`config.mk`:
```
export PLATFORM = sky130hd
export DESIGN_NAME = instr_cache_refill_ctrl
export DESIGN_NICKNAME = d
export VERILOG_FILES = /design/src/rtl/instr_cache_refill_ctrl.sv
export SDC_FILE = /design/constraint.sdc
export NUM_CORES = 1
export LEC_CHECK = 0
export CORE_AREA = 2 2 96 98
export DETAILED_ROUTE_END_ITERATION = 12
export DIE_AREA = 0 0 98 100
export GPL_ROUTABILITY_DRIVEN = 0
export PLACE_DENSITY = 0.81
export SLEW_MARGIN = 40
export SYNTH_ARGS = -nofsm -noshare
export SYNTH_HDL_FRONTEND = slang
export SYNTH_SLANG_ARGS = --single-unit
```
`constraint.sdc`:
```
create_clock -name i_clk -period 4.6 [get_ports i_clk]
set_input_delay 0.92 -clock i_clk [delete_from_list [all_inputs] [get_ports i_clk]]
set_output_delay 0.92 -clock i_clk [all_outputs]
set_load 0.05 [all_outputs]
```
`src/rtl/instr_cache_refill_ctrl.sv`:
```
// Instruction-cache refill sequencer: line read on miss, beat-by-beat data array fill,
// tag install into a round-robin victim way, plus a full invalidate sweep on flush.
module instr_cache_refill_ctrl #(
    parameter int PADDR_WIDTH  = 32,
    parameter int ICACHE_ASSOC = 4,
    parameter int ICACHE_SETS  = 64,
    parameter int LINE_BYTES   = 32,
    parameter int BEAT_BYTES   = 8
) (
    input  logic                                   i_clk,
    input  logic                                   i_rst_n,
    input  logic                                   i_miss_valid,
    input  logic [PADDR_WIDTH-1:0]                 i_miss_paddr,
    output logic                                   o_miss_ready,
    input  logic                                   i_flush,
    output logic                                   o_mem_req_valid,
    output logic [PADDR_WIDTH-1:0]                 o_mem_req_paddr,
    input  logic                                   i_mem_req_ready,
    input  logic                                   i_mem_resp_valid,
    input  logic [8*BEAT_BYTES-1:0]                i_mem_resp_data,
    output logic                                   o_data_we,
    output logic [$clog2(ICACHE_ASSOC)-1:0]        o_data_way,
    output logic [$clog2(ICACHE_SETS)-1:0]         o_data_set,
    output logic [$clog2(LINE_BYTES/BEAT_BYTES)-1:0] o_data_beat,
    output logic [8*BEAT_BYTES-1:0]                o_data_wdata,
    output logic                                   o_tag_we,
    output logic [$clog2(ICACHE_ASSOC)-1:0]        o_tag_way,
    output logic [$clog2(ICACHE_SETS)-1:0]         o_tag_set,
    output logic                                   o_tag_valid,
    output logic [PADDR_WIDTH-$clog2(ICACHE_SETS)-$clog2(LINE_BYTES)-1:0] o_tag_value,
    output logic                                   o_refill_done,
    output logic                                   o_busy
);
    localparam int OFF_W  = $clog2(LINE_BYTES);
    localparam int SET_W  = $clog2(ICACHE_SETS);
    localparam int WAY_W  = $clog2(ICACHE_ASSOC);
    localparam int BEATS  = LINE_BYTES / BEAT_BYTES;
    localparam int BEAT_W = $clog2(BEATS);
    localparam int LINE_W = PADDR_WIDTH - OFF_W;

    localparam logic [WAY_W-1:0]  LAST_WAY  = WAY_W'(ICACHE_ASSOC - 1);
    localparam logic [SET_W-1:0]  LAST_SET  = SET_W'(ICACHE_SETS - 1);
    localparam logic [BEAT_W-1:0] LAST_BEAT = BEAT_W'(BEATS - 1);

    localparam logic [2:0] S_IDLE  = 3'd0;
    localparam logic [2:0] S_REQ   = 3'd1;
    localparam logic [2:0] S_FILL  = 3'd2;
    localparam logic [2:0] S_TAG   = 3'd3;
    localparam logic [2:0] S_FLUSH = 3'd4;

    logic [2:0]        state_q,  state_d;
    logic [WAY_W-1:0]  victim_q, victim_d;
    logic [BEAT_W-1:0] beat_q,   beat_d;
    logic [SET_W-1:0]  fl_set_q, fl_set_d;
    logic [WAY_W-1:0]  fl_way_q, fl_way_d;
    logic [LINE_W-1:0] line_q,   line_d;

    // Only the line address is kept; the byte offset of the miss is never needed.
    logic unused_paddr_off;
    assign unused_paddr_off = ^i_miss_paddr[OFF_W-1:0];

    always_ff @(posedge i_clk) begin
        if (!i_rst_n) begin
            state_q  <= S_IDLE;
            victim_q <= '0;
            beat_q   <= '0;
            fl_set_q <= '0;
            fl_way_q <= '0;
            line_q   <= '0;
        end else begin
            state_q  <= state_d;
            victim_q <= victim_d;
            beat_q   <= beat_d;
            fl_set_q <= fl_set_d;
            fl_way_q <= fl_way_d;
            line_q   <= line_d;
        end
    end

    always_comb begin
        state_d         = state_q;
        victim_d        = victim_q;
        beat_d          = beat_q;
        fl_set_d        = fl_set_q;
        fl_way_d        = fl_way_q;
        line_d          = line_q;
        o_miss_ready    = 1'b0;
        o_mem_req_valid = 1'b0;
        o_mem_req_paddr = '0;
        o_data_we       = 1'b0;
        o_data_way      = '0;
        o_data_set      = '0;
        o_data_beat     = '0;
        o_data_wdata    = '0;
        o_tag_we        = 1'b0;
        o_tag_way       = '0;
        o_tag_set       = '0;
        o_tag_valid     = 1'b0;
        o_tag_value     = '0;
        o_refill_done   = 1'b0;
        o_busy          = (state_q != S_IDLE);

        case (state_q)
            S_IDLE: begin
                // Held low during reset so every output reads zero while reset is applied.
                o_miss_ready = i_rst_n & ~i_flush;
                if (i_flush) begin
                    state_d  = S_FLUSH;
                    fl_set_d = '0;
                    fl_way_d = '0;
                end else if (i_miss_valid) begin
                    line_d  = i_miss_paddr[PADDR_WIDTH-1:OFF_W];
                    state_d = S_REQ;
                end
            end
            S_REQ: begin
                o_mem_req_valid = 1'b1;
                o_mem_req_paddr = {line_q, {OFF_W{1'b0}}};
                if (i_mem_req_ready) begin
                    state_d = S_FILL;
                    beat_d  = '0;
                end
            end
            S_FILL: begin
                if (i_mem_resp_valid) begin
                    o_data_we    = 1'b1;
                    o_data_way   = victim_q;
                    o_data_set   = line_q[SET_W-1:0];
                    o_data_beat  = beat_q;
                    o_data_wdata = i_mem_resp_data;
                    beat_d       = beat_q + BEAT_W'(1);
                    if (beat_q == LAST_BEAT) begin
                        state_d = S_TAG;
                    end
                end
            end
            S_TAG: begin
                o_tag_we      = 1'b1;
                o_tag_way     = victim_q;
                o_tag_set     = line_q[SET_W-1:0];
                o_tag_valid   = 1'b1;
                o_tag_value   = line_q[LINE_W-1:SET_W];
                o_refill_done = 1'b1;
                victim_d      = victim_q + WAY_W'(1);
                state_d       = S_IDLE;
            end
            S_FLUSH: begin
                o_tag_we  = 1'b1;
                o_tag_set = fl_set_q;
                o_tag_way = fl_way_q;
                if (fl_way_q == LAST_WAY) begin
                    fl_way_d = '0;
                    if (fl_set_q == LAST_SET) begin
                        fl_set_d = '0;
                        victim_d = '0;
                        state_d  = S_IDLE;
                    end else begin
                        fl_set_d = fl_set_q + SET_W'(1);
                    end
                end else begin
                    fl_way_d = fl_way_q + WAY_W'(1);
                end
            end
            default: state_d = S_IDLE;
        endcase
    end
endmodule
```
; ---- Yosys cells after proc, flatten, opt, wreduce, memory -nomap -nowiden
; Index checks and enable logic that the tools add are counted.
[word_totals]
wordCells = 77
output_inout_bits = 142
regBits = 42
[op_classes]
n_bitwise = 2
reduce_logical = 12
add_sub_neg = 4
n_eq_ne = 14
n_mux = 39
[op_table]
columns = cell, count
row1 = two-way mux 64 bit, 2
row2 = two-way mux 32 bit, 1
row3 = two-way mux 6 bit, 5
row4 = case mux 6 bit (2 select lines), 2
row5 = two-way mux 21 bit, 1
row6 = two-way mux 3 bit, 7
row7 = two-way mux 2 bit, 10
row8 = case mux 2 bit (2 select lines), 4
row9 = "inequality test 2 bit, second input constant", 6
row10 = case mux 3 bit (4 select lines), 1
row11 = AND reduction 3 bit, 4
row12 = "adder 2 x 1 -> 2 bit, second input constant", 3
row13 = "adder 6 x 1 -> 6 bit, second input constant", 1
row14 = "== test 3 x 2 -> 1 bit, second input constant", 2
row15 = "== test 6 bit, second input constant", 1
row16 = two-way mux 1 bit, 6
row17 = AND reduction 6 bit, 1
row18 = nonzero test 2 bit, 3
row19 = "== test 2 bit, second input constant", 2
row20 = "== test 3 x 1 -> 1 bit, second input constant", 1
row21 = "== test 3 bit, second input constant", 1
row22 = zero test 3 bit, 1
row23 = "inequality test 3 bit, second input constant", 1
row24 = nonzero test 3 bit, 1
row25 = 4 further kinds, 4

; ---- Logic depth before layout (Yosys ltp)
[depth]
ltp_word = 4
ltp_mapped = 7
depth_no_buf = 5

; ---- Worst setup path before layout
; Ideal clock, no wire load.
[synth_path]
path_kind = input port to output port
start = in i_mem_resp_valid
end = out o_data_beat[0]
t_arrival_ns = 2.304
setup_slack_ns = 1.376
stages = 4
path_cell_list = nand3b_1 -> nor2_1 -> clkbuf_1 -> and2_1
[synth_via]
elab_chain_len = 2
[synth_lines]
columns = item, line_no
row1 = from (decl), 19  ; input logic i_mem_resp_valid,
row2 = two-way mux 2 bit, 125  ; if (i_mem_resp_valid) begin
row3 = two-way mux 2 bit, 103  ; case (state_q)
row4 = to (decl), 24  ; output logic [$clog2(LINE_BYTES/BEAT_BYTES)-1:0] o_data_beat,
; No other way between the ends.

; ---- Worst setup path after layout
[layout_path]
start = in i_mem_resp_valid
end = out o_data_wdata[60]
[layout_via]
elab_chain_len = 2
[layout_lines]
columns = item, line_no
row1 = two-way mux 64 bit, 125
row2 = two-way mux 64 bit, 103
row3 = to (decl), 25  ; output logic [8*BEAT_BYTES-1:0] o_data_wdata,
; No other way between the ends.

==> results by stage <==
Timing:
- For the pin with the worst max-slew slack, the measured transition is around 660 ps.
- The final-report max-slew violation count is 0.
- Across the routed clock network, the largest skew measured is 6.14 ps.
- Setup violations remaining at the end of the flow were counted as 0.
- For the final routed database, the setup TNS stands at 0 ps.
- The final period utilization is 0.864.
- The number of failing hold endpoints at the final stage came to 0.
- The maximum frequency from static timing analysis is around 250 MHz.
- The clock period minus final worst setup slack is 3970 ps.
- Setup repair after global routing left no endpoint under its margin.
- In this run the tightest slew margin relative to its limit is 0.561.
- Final hold analysis gives a worst-case slack of about 470 ps.
- The worst-case setup margin in the final layout is between 600 and 700 ps.

Detailed routing:
- The first routing iteration left 65 violations.
- The via count normalized by instance count is approximately 4.6.
- Dividing the detail-routed wire length by the instance count gives between 10 and 15 microns.
- Summed over all layers, the routed wires come to 10.1 mm.
- The length of the first detailed-routing pass in iterations is 5.
- In this run the remaining antenna-violating nets after routing total 0.
- In the routed design, unresolved DRC markers number 0.
- Summing over every cut layer, the via total after detailed routing is ~3,200.

Logic synthesis:
- The fraction of registers with async set or reset after synthesis is 0.
- For this run, the number of Yosys warnings is 0.
- Synthesis produced a netlist whose cell count is ~370.
- Counting flops with a built-in enable in the synthesized netlist gives 0.
- The cell area that synthesis handed to floorplanning was approximately 2700 sq um.
- The netlist uses between 40 and 50 different library cells.
- The fraction of the yosys area taken by sequential cells is 0.309.
- After synthesis the netlist holds a flip-flop and latch count of 42.
- Each instance of the synthesized netlist takes up on average around 7.4 sq um.
- Among all flip-flop cells after synthesis, the most frequent one is sky130_fd_sc_hd__dfxtp_1.

CTS:
- Clock tree synthesis selected as its root buffer the cell sky130_fd_sc_hd__clkbuf_8.
- For this design, the CTS-stage hold fixing added 0 buffers.
- In this run, CTS created clock tree buffers numbering 5.
- The tree built by TritonCTS fans out to 42 sinks.
- The CTS tree is done.
- The H-tree generated during clock tree synthesis spans 2 levels.
- In this run the deepest clock path goes through 2 buffers.
- Post-CTS repair changed the size of 0 cells.
- The post-CTS setup buffer count is 0.
- The clock input transition at the sequential cells of the worst setup and hold paths is 80 ps.
- The clock reaches the later pin of the worst-skew pair after between 200 and 300 ps.

Placed design:
- Once detailed placement completed, the half-perimeter wirelength came to approximately 7.9 mm.
- The count of input and output buffers is 233.
- The worst setup slack before clock tree synthesis is 625 ps.

Critical path:
- The kind of critical path is input pin to primary output.
- In this run the worst path has a maximum fanout of 45.
- The required time at the endpoint of the critical path is around 3700 ps.
- The type of element capturing the critical path is a primary output.
- Data arrives at the worst endpoint at around 3100 ps.
- The kind of start point of the critical path is an input pin.

Cells and area:
- Fill cells in the final layout number slightly above 800.
- At the end of the flow the core is filled with cells to 0.590.
- The library cells used most frequently in the layout, excluding fill and tap cells, are 232 x sky130_fd_sc_hd__clkdlybuf4s50_1, 121 x sky130_fd_sc_hd__and2_1, 61 x sky130_fd_sc_hd__nand2_1.
- The fraction of final layout cells with drive strength greater than 1 is 0.0410.
- Compared with the post-synthesis result, the final layout area differs by 92.9%.
- The repair_antennas step left the layout with diodes totalling 0.
- The most common cell after layout, fill and taps aside is sky130_fd_sc_hd__clkdlybuf4s50_1.
- The number of nets in the final layout is 690.

Global routing:
- The first global-routing pass estimated roughly 15 mm of wire.
- Entering global routing, the biggest net connects between 40 and 50 pins.
- The initial antenna violation count is 0.
- Across every metal layer, demand over resource in global routing totals 0.193.
- The number of global-route vias before repair came to around 3,100.
- For this run the aggregate overflow at the end of global routing stands at 0.

Floorplan:
- In this run the vertical extent of the chip is 100 microns.
- The placeable core region is 8890 sq um.
- The horizontal extent of the die is between 90 and 100 microns.
- The die covers approximately 10000 sq um.
- The effective utilization at floorplan is 0.306.
- The count of pins on the block boundary is ~240.
- The floorplan has 35 rows.

Pwr:
- The internal power of the cells totals approximately 0.79 mW.
- The sequential power share is 0.351.
- The power per unit of standard cell area is 245 nW/um^2.
- The share of total power consumed by net switching is 0.381.
- The maximum VDD drop is between 150 and 200 uV.
- The relative contribution of the clock network to total power is 0.230.
- In this run the static leakage power is ~2.0 nW.
- The share of power burned in combinational logic is 0.420.
- For this design the total switching power over the nets is between 0.4 and 0.5 mW.

Outcome:
- The flow ran to the end, and the final reports show no timing, DRC or antenna violations.

Run:
- Max-cap violations in this run came to 0.

Min path:
- The class of the most critical hold timing path is register to register.
[critical path: stages]
cell and delay (ps):
sky130_fd_sc_hd__clkdlybuf4s50_1 480, sky130_fd_sc_hd__nand3b_1 170, sky130_fd_sc_hd__nor2_4 140, sky130_fd_sc_hd__buf_4 320, sky130_fd_sc_hd__and2_1 170, sky130_fd_sc_hd__clkdlybuf4s50_1 830
[metal layers]
| metal | global-route usage | vias to the layer above | part of all wire |
|---|---|---|---|
| li1 | - | 1605 | - |
| met1 | 0.235 | 1472 | 0.41 |
| met2 | 0.352 | 108 | 0.53 |
| met3 | 0.0376 | 6 | 0.052 |
| met4 | 0.0481 | 0 | 0.0092 |
| met5 | 0 | - | 0 |
[path summary, 6_finish.rpt]
| check | start | endpoint | slack (ps) | cells past startpoint |
|---|---|---|---|---|
| worst max-delay path | i_mem_resp_valid | o_data_wdata[60] | 630 | 6 |
| worst min-delay path | line_q[15] | line_q[15] | 470 | 2 |
| worst max register to register | state_q[2] | state_q[0] | 2540 | 4 |
| worst min register to register | line_q[15] | line_q[15] | 470 | 2 |
[through the flow]
stage | area, sq um | cells | power, mW
global placement | 5110 | 687 | 0.977
CTS | 5250 | 696 | 1.29
detailed placement | 5130 | 689 | 0.998
global route | 5250 | 696 | 1.35
floorplan | 2730 | 370 | 0.782
finish | 5250 | 696 | 1.28
[cell type report]
cell class              count  area, sq um  share of cell area
inverters                   4         15.0             0.00286
well taps                 111          139              0.0265
multi-input cells         292         1740               0.331
repair buffers            240         2400               0.458
clock inverters             1         30.0             0.00573
clock buffers               6         82.6              0.0157
flip-flops and latches     42          841               0.160
[cells by family (layout without fill, tap and decap cells)]
kind of cell,count (synthesis),in the layout,share of synthesized area
mux,1,1,0.00368
xor+xnor,6,6,0.0193
flops,42,42,0.309
buf+inv,36,251,0.0617
compound gates,53,53,0.121
fa+ha+maj,3,3,0.0138
simple gates,224,224,0.470
other cells,1,5,0.00138
[registers in the layout (all words and copies together), names as in the netlist]
name,count
victim_q,2
line_q,27
beat_q,2
fl_way_q,2
fl_set_q,6
state_q,3
[synthesized netlist by cell type (2+ instances only)]
| library cell | n | area (sq um) |
|---|---|---|
| sky130_fd_sc_hd__and2_1 | 121 | 757 |
| sky130_fd_sc_hd__and3_1 | 2 | 12.5 |
| sky130_fd_sc_hd__a211oi_1 | 3 | 22.5 |
| sky130_fd_sc_hd__o21a_1 | 2 | 15.0 |
| sky130_fd_sc_hd__a22o_1 | 8 | 70.1 |
| sky130_fd_sc_hd__buf_2 | 5 | 25.0 |
| sky130_fd_sc_hd__o21ai_1 | 2 | 10.0 |
| sky130_fd_sc_hd__or2_1 | 3 | 18.8 |
| sky130_fd_sc_hd__inv_1 | 2 | 7.51 |
| sky130_fd_sc_hd__xnor2_1 | 4 | 35.0 |
| sky130_fd_sc_hd__a21oi_1 | 33 | 165 |
| sky130_fd_sc_hd__buf_4 | 7 | 52.6 |
| sky130_fd_sc_hd__nand3_1 | 2 | 10.0 |
| sky130_fd_sc_hd__nor3_1 | 5 | 25.0 |
| sky130_fd_sc_hd__clkbuf_1 | 20 | 75.1 |
| sky130_fd_sc_hd__nand2_1 | 62 | 233 |
| sky130_fd_sc_hd__nor4b_1 | 2 | 17.5 |
| sky130_fd_sc_hd__nor2_1 | 10 | 37.5 |
| sky130_fd_sc_hd__nand3b_1 | 4 | 30.0 |
| sky130_fd_sc_hd__or3b_1 | 2 | 17.5 |
| sky130_fd_sc_hd__xor2_1 | 2 | 17.5 |
| sky130_fd_sc_hd__ha_1 | 3 | 37.5 |
| sky130_fd_sc_hd__dfxtp_1 | 42 | 841 |
[power by group through the flow]
stage / sequential, mW / combinational [mW] / clock (mW)
2_1_floorplan: 0.429 / 0.353 / 0
3_3_place_gp: 0.455 / 0.522 / 0
3_5_place_dp: 0.458 / 0.541 / 0
4_1_cts: 0.450 / 0.543 / 0.300
5_1_grt: 0.459 / 0.575 / 0.314
6_report: 0.450 / 0.538 / 0.295
(Power assumes the default switching activity.)
==> RTL change, RTL diff (same settings) <==
Change the parameter `ICACHE_ASSOC` from 4 to 8.
--- a/src/rtl/instr_cache_refill_ctrl.sv
+++ b/src/rtl/instr_cache_refill_ctrl.sv
@@ -4,3 +4,3 @@
     parameter int PADDR_WIDTH  = 32,
-    parameter int ICACHE_ASSOC = 4,
+    parameter int ICACHE_ASSOC = 8,
     parameter int ICACHE_SETS  = 64,
Interface: changed (resized o_data_way and o_tag_way); port bits go from 244 to 246. No check against the original RTL was run, so the function may have changed too.
==> RTL change against the original RTL <==
  * Wire length up 8.5%
  * Clock power down 11%
  * Critical path depth down 1
  * Synthesized area up 5.2%
  * Clock skew up 0.0027 ns
  * Sequential cell count up 2
  * Worst setup slack better by 0.38 ns
  * Total power up 12%
  * Maximum frequency up 11%
  * Register-to-register slack better by 0.12 ns
  * Cell area down 1.7%
  * Sequential power up 7.1%
  * Critical path type is now reg -> out
  * Largest cell class unchanged
==> RTL change: results (changes against the original RTL) <==
* WL/cell at 15.28 µm (+5.4%)
* Pwr/cell area at 278.4 mW/mm² (+14%)
* Area of the multi-input gates at 0.001810 mm² (+4.3%)
* Pin count of the biggest net entering global routing at 74 (+61%)
* Status: complete, no violations
* Post-synth top cells: 125 x and2_1, 64 x nand2_1, 44 x dfxtp_1, 39 x a21oi_1, 19 x clkbuf_1
* Routed via count at 3,410 (+6.9%)
* Max FO, Critical Path at 15 (-67%)
* Routed WL at 10.94 mm (+8.5%)
* PortBufs at 235 (+0.86%)
* Met2 wire length at 5.500 mm (+3.7%)
* WL met1 at 4.350 mm (+4.5%)
* Area of placed instances at 0.005042 mm² (-1.8%)
* Syn_area_per_cell at 7.375 µm² (-0.72%)
* Largest cells by area after synthesis: dfxtp_1 31%, and2_1 27%, nand2_1 8.4%, a21oi_1 6.8%, buf_4 2.9%
* GR Layer Usage met2 at 39.04% (+3.8 points)
* Multi-In Gates at 308 (+5.5%)
* Largest registers: line_q x27, fl_set_q x6
* Wire length of the first global-routing pass at 16.84 mm (+8.9%)
* Sequential element share of the synthesized area at 30.78% (-0.14 points)
* Complex-gate fraction of the synthesized area at 13.60% (+1.5 points)
* Non-clock buffer share at 42.91% (-2.9 points)
* Met1 GRT Util at 23.46% (-0.048 points)
* Layout Skew at 0.008800 ns (+0.002659 ns)
* Hold wc startpoint: line_q[25]
* Flop and latch count out of synthesis at 44 (+4.8%)
* Final Cycle Share at 78.08% (-8.3 points)
* Buffers excl. clock at 241 (+0.42%)
* Layout cells sized above 1 at 16.86% (+13 points)
* Cell count after synthesis at 388 (+6.0%)
* Multiplexer area fraction after synthesis at 0.6996% (+0.33 points)
* WHS at 0.4610 ns (-0.007283 ns)
* Worst slew margin at 62.33% (+6.2 points)
## RTL change: cell types whose count changed in the layout (fill, tap and decap cells not counted), sizes merged, moves of 3 or more
cell,delta
a21oi,+6
and2,+4
buf,+75
clkdlybuf4s50,-74
nand2,+3
nand3,+7
nor2,-3
o21ai,+3
or2,-3
or3b,+3
xnor2,-3
## RTL change: power by group
part	total [mW]	leakage, nW	switching (mW)	internal, mW
clock	0.263	0.0434	0.142	0.122
combinational	0.690	1.74	0.429	0.261
sequential	0.482	0.357	0.0604	0.421
## RTL change: worst max-delay path by stage
stage / startpoint / end
global placement: state_q[1] / o_tag_value[19]
CTS: state_q[1] / o_tag_value[19]
floorplan: i_mem_resp_valid / o_data_beat[0]
global route: state_q[1] / o_tag_value[9]
detailed placement: state_q[1] / o_tag_value[19]
finish: state_q[1] / o_tag_value[16]
